$ cat config.mk
export PLATFORM = sky130hd
export DESIGN_NAME = reg_dump_reader
export DESIGN_NICKNAME = d
export VERILOG_FILES = /design/src/rtl/reg_dump_reader.sv
export SDC_FILE = /design/constraint.sdc
export NUM_CORES = 1
export LEC_CHECK = 0
export ABC_AREA = 1
export CORE_UTILIZATION = 51
export DETAILED_ROUTE_END_ITERATION = 8
export GPL_TIMING_DRIVEN = 0
export PLACE_DENSITY = 0.76
export SYNTH_ARGS = -nofsm -noshare
export SYNTH_HDL_FRONTEND = slang
export SYNTH_SLANG_ARGS = --single-unit
$ cat constraint.sdc
create_clock -name clk -period 1.7 [get_ports clk]
set_input_delay 0.34 -clock clk [delete_from_list [all_inputs] [get_ports clk]]
set_output_delay 0.34 -clock clk [all_outputs]
set_load 0.01 [all_outputs]
$ cat src/rtl/reg_dump_reader.sv
// reg_dump_reader
//   Debug read-out engine for the core register file. A start pulse in IDLE
//   walks registers 0..REG_COUNT-1 through the debug read port. The frame is
//   sent as a byte stream over a valid/ready link:
//     HEADER_BYTE, each register MSB-first, then an XOR checksum.
//   The checksum covers the header and all data bytes.
// Ports
//   clk           clock, all state on posedge
//   rst           synchronous active-high reset, valid from any state
//   start         dump request, only honoured in IDLE
//   busy          high whenever the engine is not idle
//   done          one-cycle pulse after the checksum byte is accepted
//   rf_read_reg   register index driven to the debug read port
//   rf_read_data  combinational read data for rf_read_reg
//   tx_data       byte to transmitter
//   tx_valid      tx_data valid; held with stable data until accepted
//   tx_ready      transmitter accepts the byte (xfer = tx_valid & tx_ready)
module reg_dump_reader #(
  parameter int         DATA_WIDTH     = 32,
  parameter int         REG_COUNT      = 32,
  parameter int         REG_ADDR_WIDTH = 5,
  parameter logic [7:0] HEADER_BYTE    = 8'hA5
) (
  input  logic                      clk,
  input  logic                      rst,
  input  logic                      start,
  output logic                      busy,
  output logic                      done,
  output logic [REG_ADDR_WIDTH-1:0] rf_read_reg,
  input  logic [DATA_WIDTH-1:0]     rf_read_data,
  output logic [7:0]                tx_data,
  output logic                      tx_valid,
  input  logic                      tx_ready
);

  localparam int BYTES = DATA_WIDTH / 8;
  localparam int CNT_W = (BYTES > 1) ? $clog2(BYTES) : 1;
  localparam logic [CNT_W-1:0]          LAST_BYTE = CNT_W'(BYTES - 1);
  localparam logic [REG_ADDR_WIDTH-1:0] LAST_REG  = REG_ADDR_WIDTH'(REG_COUNT - 1);

  typedef enum logic [2:0] {
    S_IDLE, S_HEAD, S_LOAD, S_SEND, S_CSUM, S_DONE
  } state_t;

  state_t                    r_state;
  logic [REG_ADDR_WIDTH-1:0] r_idx;
  logic [CNT_W-1:0]          r_byte_cnt;
  logic [DATA_WIDTH-1:0]     r_shift;
  logic [7:0]                r_csum;
  logic [7:0]                r_tx_data;
  logic                      r_tx_valid;
  logic                      r_busy;
  logic                      r_done;

  logic                      w_xfer;
  logic [DATA_WIDTH-1:0]     w_shift_next;

  // Only registered tx_valid feeds xfer, so tx_ready never reaches an output
  // combinationally.
  assign w_xfer       = r_tx_valid & tx_ready;
  assign w_shift_next = r_shift << 8;

  // Outputs are registered and set for the state being entered, so each one
  // is valid in the first cycle of that state.
  always_ff @(posedge clk) begin
    if (rst) begin
      r_state    <= S_IDLE;
      r_idx      <= '0;
      r_byte_cnt <= '0;
      r_shift    <= '0;
      r_csum     <= '0;
      r_tx_data  <= '0;
      r_tx_valid <= 1'b0;
      r_busy     <= 1'b0;
      r_done     <= 1'b0;
    end else begin
      case (r_state)
        S_IDLE: begin
          if (start) begin
            r_state    <= S_HEAD;
            r_idx      <= '0;
            r_csum     <= HEADER_BYTE;
            r_busy     <= 1'b1;
            r_tx_valid <= 1'b1;
            r_tx_data  <= HEADER_BYTE;
          end
        end
        S_HEAD: begin
          if (w_xfer) begin
            r_state    <= S_LOAD;
            r_tx_valid <= 1'b0;
          end
        end
        S_LOAD: begin
          // Snapshot the register so later RF writes cannot tear the frame.
          r_shift    <= rf_read_data;
          r_byte_cnt <= '0;
          r_state    <= S_SEND;
          r_tx_valid <= 1'b1;
          r_tx_data  <= rf_read_data[DATA_WIDTH-1 -: 8];
        end
        S_SEND: begin
          if (w_xfer) begin
            r_shift    <= w_shift_next;
            r_csum     <= r_csum ^ r_tx_data;
            r_byte_cnt <= r_byte_cnt + 1'b1;
            if (r_byte_cnt == LAST_BYTE) begin
              if (r_idx == LAST_REG) begin
                r_state   <= S_CSUM;
                // Checksum must include the byte accepted on this edge.
                r_tx_data <= r_csum ^ r_tx_data;
              end else begin
                r_idx      <= r_idx + 1'b1;
                r_state    <= S_LOAD;
                r_tx_valid <= 1'b0;
              end
            end else begin
              r_tx_data <= w_shift_next[DATA_WIDTH-1 -: 8];
            end
          end
        end
        S_CSUM: begin
          if (w_xfer) begin
            r_state    <= S_DONE;
            r_tx_valid <= 1'b0;
            r_done     <= 1'b1;
            r_idx      <= '0;
          end
        end
        S_DONE: begin
          r_state   <= S_IDLE;
          r_done    <= 1'b0;
          r_busy    <= 1'b0;
          r_tx_data <= '0;
        end
        default: begin
          r_state    <= S_IDLE;
          r_tx_valid <= 1'b0;
          r_busy     <= 1'b0;
          r_done     <= 1'b0;
        end
      endcase
    end
  end

  assign busy        = r_busy;
  assign done        = r_done;
  assign rf_read_reg = r_idx;
  assign tx_data     = r_tx_data;
  assign tx_valid    = r_tx_valid;

endmodule
* After elaboration in Yosys (flattened, before gate mapping)
Cells that the tools add are included.
** Operators by class
- Equal/unequal tests :: 15
- Mux-type cells :: 33
- Bitwise gates (word level) :: 5
- Reductions and logical operators :: 16
- Add/subtract/negate cells :: 2
** Operators with widths (count)
- one-hot mux 24 bit (2 select lines) :: 1
- 2-to-1 mux 8 bit :: 5
- one-hot mux 8 bit (4 select lines) :: 1
- 2-to-1 mux 5 bit :: 5
- 2-to-1 mux 24 bit :: 1
- 2-to-1 mux 3 bit :: 6
- one-hot mux 8 bit (2 select lines) :: 1
- one-hot mux 3 bit (5 select lines) :: 1
- one-hot mux 5 bit (3 select lines) :: 1
- inequality test 2 bit (second input constant) :: 6
- AND reduction 6 bit :: 2
- OR reduction 4 bit :: 2
- XOR 8 bit :: 1
- == test 3 x 2 -> 1 bit (second input constant) :: 2
- == test 3 bit (second input constant) :: 2
- 2-to-1 mux 1 bit :: 6
- AND reduction 2 bit :: 3
- adder 5 x 1 -> 5 bit (second input constant) :: 1
- == test 5 bit (second input constant) :: 1
- one-hot mux 1 bit (5 select lines) :: 1
- AND reduction 5 bit :: 1
- one-hot mux 1 bit (2 select lines) :: 2
- one-hot mux 2 bit (2 select lines) :: 1
- AND reduction 4 bit :: 1
- 14 further kinds :: 17
** Storage, ports and cells
- Bits in registers :: 53
- Word-level logic and storage cells :: 80
- Output and inout bits :: 16
- Input port bits :: 36

* Longest topological paths before layout
- Word-level depth :: 5
- Mapped depth :: 11
- Depth with buffers taken out :: 11

* Least setup slack after synthesis
Ideal clock, no wire load.
- Path type :: register to register
- Start point :: register r_idx[0] (netlist: rf_read_reg[0])
- End point :: register r_tx_data[0] (netlist: tx_data[0])
- Cell stages (with the launch flop) :: 12
- Path buffers :: 0
- Period minus slack after synthesis :: 1.627 ns
- Setup time :: 0.116 ns
- Setup slack :: 0.073 ns
- Data required time :: 1.584 ns
- Arrival time :: 1.511 ns
- Cell sequence :: dfxtp_1 ha_1 nand2_1 nor2_1 ha_1 nor2_1 nand2_1 nand2_1 nor2_4 nand2_1 nor2_1 nor2_1
** On the way
- Word-level cells in the longest chain between the ends :: 3
** RTL lines
- start, declared :: line 46 : logic [REG_ADDR_WIDTH-1:0] r_idx;
- start signal, assigned :: line 113 : r_idx <= r_idx + 1'b1;
- == test 5 bit :: line 108 : if (r_idx == LAST_REG) begin
- inequality test 3 bit (no line)
- AND reduction 4 bit (no line)
- end signal, assigned :: line 100 : r_tx_data <= rf_read_data[DATA_WIDTH-1 -: 8];
- end signal, assigned :: line 111 : r_tx_data <= r_csum ^ r_tx_data;
- end signal, assigned :: line 118 : r_tx_data <= w_shift_next[DATA_WIDTH-1 -: 8];
- end, declared :: line 50 : logic [7:0] r_tx_data;
Every way passes these cells.
A chain may end at the register's enable or synchronous reset.

* Worst setup path in the final report
- Start point :: register r_idx[0] (netlist: rf_read_reg[0])
- End point :: output port rf_read_reg[0]
** RTL lines
- end, declared :: line 29 : output logic [REG_ADDR_WIDTH-1:0] rf_read_reg,
No word-level cell between the ends.

==> impl_metrics.env <==
export IMPL_outcome="finished, final reports clean"
export IMPL_ir_drop_uv=492
export IMPL_wire_per_inst_um=13.1
export IMPL_tightest_slew_ns=0.546
export IMPL_cp_start_kind="register"
export IMPL_ys_seq_elements=53
export IMPL_yosysTopAreaCellShare_pct=41.5
export IMPL_setup_ws_ns=0.0279
export IMPL_htreeDepth=2
export IMPL_antenna_left=0
export IMPL_root_buffer="clkbuf_8"
export IMPL_floorplan_initialDensity_pct=53.4
export IMPL_power_density_nw_per_um2=876
export IMPL_crit_type="reg -> out"
export IMPL_syn_area_sq_um=2560
export IMPL_rrSetupSlack_ns=0.09
export IMPL_r2r_cells=11
export IMPL_cp_end_kind="output pin"
export IMPL_maxSlewHeadroom_pct=63.6
export IMPL_hpwl_um=4700
export IMPL_async_flop_share_pct=0
export IMPL_cts_tree="built"
export IMPL_nets=474
export IMPL_synth_warnings=0
export IMPL_die_width_um=72.8
export IMPL_largest_reg_flops=24
export IMPL_yosysSeqAreaShare_pct=41.5
export IMPL_synth_cell_types=25
export IMPL_netlist_instances=374
export IMPL_synthToLayoutAreaGrowth_pct=31.7
export IMPL_use_met2_pct=42.8
export IMPL_dp_cells=491
export IMPL_hp_class="reg -> reg"
export IMPL_p_int_w=0.00201
export IMPL_swShare_pct=31.8
export IMPL_io_buffers=50
export IMPL_skew_ns=0.0100
export IMPL_crit_start="rf_read_reg[0]$_SDFFE_PP0P_"
export IMPL_core_sq_um=4790
export IMPL_clock_fmax_mhz=598
export IMPL_pre_cts_ws_ns=-0.397
export IMPL_clk_pin_slew_worst_paths_ns=0.10
export IMPL_top_register="r_shift"
export IMPL_finalCriticalPeriod_ns=1.67
export IMPL_die_h_um=72.8
export IMPL_antenna_found_initial=0
export IMPL_power_switching_w=0.000938
export IMPL_via_per_inst=5.37
export IMPL_hp_start="r_csum[1]$_SDFFE_PP0P_"
export IMPL_fin_cells=503
export IMPL_top_usage_layer="met2"
export IMPL_synth_nets=413
export IMPL_synth_area_leaders="dfxtp_1 (42%), nand2_1 (15%), nor2_1 (7.5%)"
export IMPL_vias=2703
export IMPL_first_iter_violations=206
export IMPL_synth_ff_type="dfxtp_1"
export IMPL_setup_violations=0
export IMPL_top_level_ports=52
export IMPL_gp_congestion=0.888
export IMPL_period_share_pct=98.4
export IMPL_grt_overflow=0
export IMPL_hold_viol_final=0
export IMPL_p_leak_nw=1.39
export IMPL_grt_use_met1_pct=33.9
export IMPL_clock_sinks=53
export IMPL_cp_arrival_ns=1.33
export IMPL_antenna_cells=0
export IMPL_cp_max_fo=4
export IMPL_grt_max_degree=16
export IMPL_seq_power_share_pct=49.6
export IMPL_die_area_sq_um=5300
export IMPL_power_frac_clock_pct=23.8
export IMPL_grtUsageTotal_pct=25.5
export IMPL_synth_largest_area_cell="dfxtp_1"
export IMPL_r2r_start="rf_read_reg[0]$_SDFFE_PP0P_"
export IMPL_hold_worst_slack_ns=0.472
export IMPL_syn_area_per_cell_sq_um=6.83
export IMPL_dr_pass1_iters=5
export IMPL_reg2reg_to="rf_read_reg[3]$_SDFFE_PP0P_"
export IMPL_drt_wl_total_um=6600
export IMPL_final_layout_size_suffix_gt1_share_pct=12.8
export IMPL_core_rowCount=25
export IMPL_grt_pass1_wl_um=10500
export IMPL_maxCapViolations=0
export IMPL_cts_inserted_buffers=5
export IMPL_clkLatencyLatePin_ns=0.31
export IMPL_hold_path_depth=2
export IMPL_power_total_w=0.00295
export IMPL_synth_edf_count=0
export IMPL_grtUsageMet3_pct=2.90
export IMPL_power_share_combinational_pct=26.6
export IMPL_hold_path_end="r_csum[1]$_SDFFE_PP0P_"
export IMPL_grt_pass1_vias=2316
export IMPL_slew_viol_final=0
export IMPL_rsz0062_at_grt="false"
export IMPL_drc=0
export IMPL_clockBufferDepth=2
export IMPL_worstPathRequired_ns=1.36
export IMPL_setup_tns_final_ns=0
worst max-delay path by stage:
| stage | endpoint | slack, ns | depth (start not counted) |
|---|---|---|---|
| floorplan | tx_data[0]$_SDFFE_PP0P_ | 0.07 | 11 |
| global placement | r_shift[4]$_SDFFE_PP0P_ | -0.41 | 6 |
| detailed placement | r_shift[21]$_SDFFE_PP0P_ | -0.40 | 6 |
| CTS | tx_data[5]$_SDFFE_PP0P_ | 0.006 | 11 |
| global route | rf_read_reg[3]$_SDFFE_PP0P_ | 0.009 | 11 |
| finish | rf_read_reg[0] | 0.03 | 2 |
synthesized netlist by cell type (3+ instances only):
cell type,instances
a21oi_1,21
a22oi_1,9
a31oi_1,17
buf_2,7
clkbuf_1,9
dfxtp_1,53
ha_1,3
inv_1,23
nand2_1,101
nand3_1,27
nand4_1,3
nor2_1,51
o211a_1,3
o21ai_0,30
or2_2,5
xnor2_1,3
area by class of cell:
class | instances | area [sq um]
flip-flops and latches | 53 | 1080
well taps | 67 | 83.8
plain buffers | 17 | 86.3
clock inverters | 2 | 10.0
inverters | 25 | 95.1
clock buffers | 6 | 72.6
fillers | 422 | 1420
multi-input cells | 279 | 1410
repair buffers | 54 | 534
critical path, cell delays in order, from the launching register on:
cell	delay (ns)
dfxtp_4	0.38
buf_4	0.12
clkdlybuf4s50_1	0.52
what timing repair did:
| item | 4_1_cts | 5_1_grt |
|---|---|---|
| gates resized for setup | 15 | 31 |
| gates cloned | 0 | 0 |
| hold buffers | 0 | 0 |
| setup buffers | 1 | 3 |
| setup endpoints to repair | 32 | 39 |
| pin swaps | 2 | 10 |
power by group through the flow:
stage | Clock (W) | Sequential [W] | Combinational, W
6_report | 0.000702 | 0.00146 | 0.000785
4_1_cts | 0.000703 | 0.00146 | 0.000732
2_1_floorplan | 0 | 0.00148 | 0.000411
3_3_place_gp | 0 | 0.00148 | 0.000690
3_5_place_dp | 0 | 0.00148 | 0.000700
5_1_grt | 0.000740 | 0.00147 | 0.000865
layout by cell type, fill, tap and decap left out, types with 2 or more instances in the layout:
master	count
o21ai_0	28
or2_2	5
ha_4	2
dfxtp_2	3
a22oi_1	9
o21ai_1	3
inv_2	3
clkdlybuf4s50_1	50
dfxtp_1	47
nand2_2	4
clkbuf_2	5
clkinv_2	3
nand2_1	97
clkbuf_1	6
dfxtp_4	3
clkbuf_8	5
a21oi_1	21
nand4_1	3
nor2_4	2
xnor2_1	3
inv_1	21
nand3_1	26
a31oi_1	17
nor2_1	44
buf_4	5
buf_2	4
o211a_1	3
nor2_2	6
cells by family (layout without fill, tap and decap cells):
kind of cell | after synthesis | after routing | synth area share, %
AO/OA/AOI/OAI | 83 | 83 | 18.8
XOR/XNOR | 4 | 4 | 1.37
flip-flops | 53 | 53 | 41.5
adder cells (fa/ha/maj) | 3 | 3 | 1.47
buffers and inverters | 42 | 104 | 6.51
AND/OR/NAND/NOR | 189 | 189 | 30.3
through the flow:
step / utilization [%] / cell area [sq um]
floorplan: - / 2560
global placement: 65.6 / 3140
detailed placement: 65.6 / 3140
CTS: 68.4 / 3270
global route: 70.4 / 3370
finish: 70.4 / 3370
per-layer routing:
metal  wire [um]  share of wire (%)  up-vias
met5           0                  0        -
met4          92                1.4        0
met1        3110                 47     1238
met3         320                4.8       10
met2        3080                 47       86
li1            -                  -     1369
(Power assumes the default switching activity.)
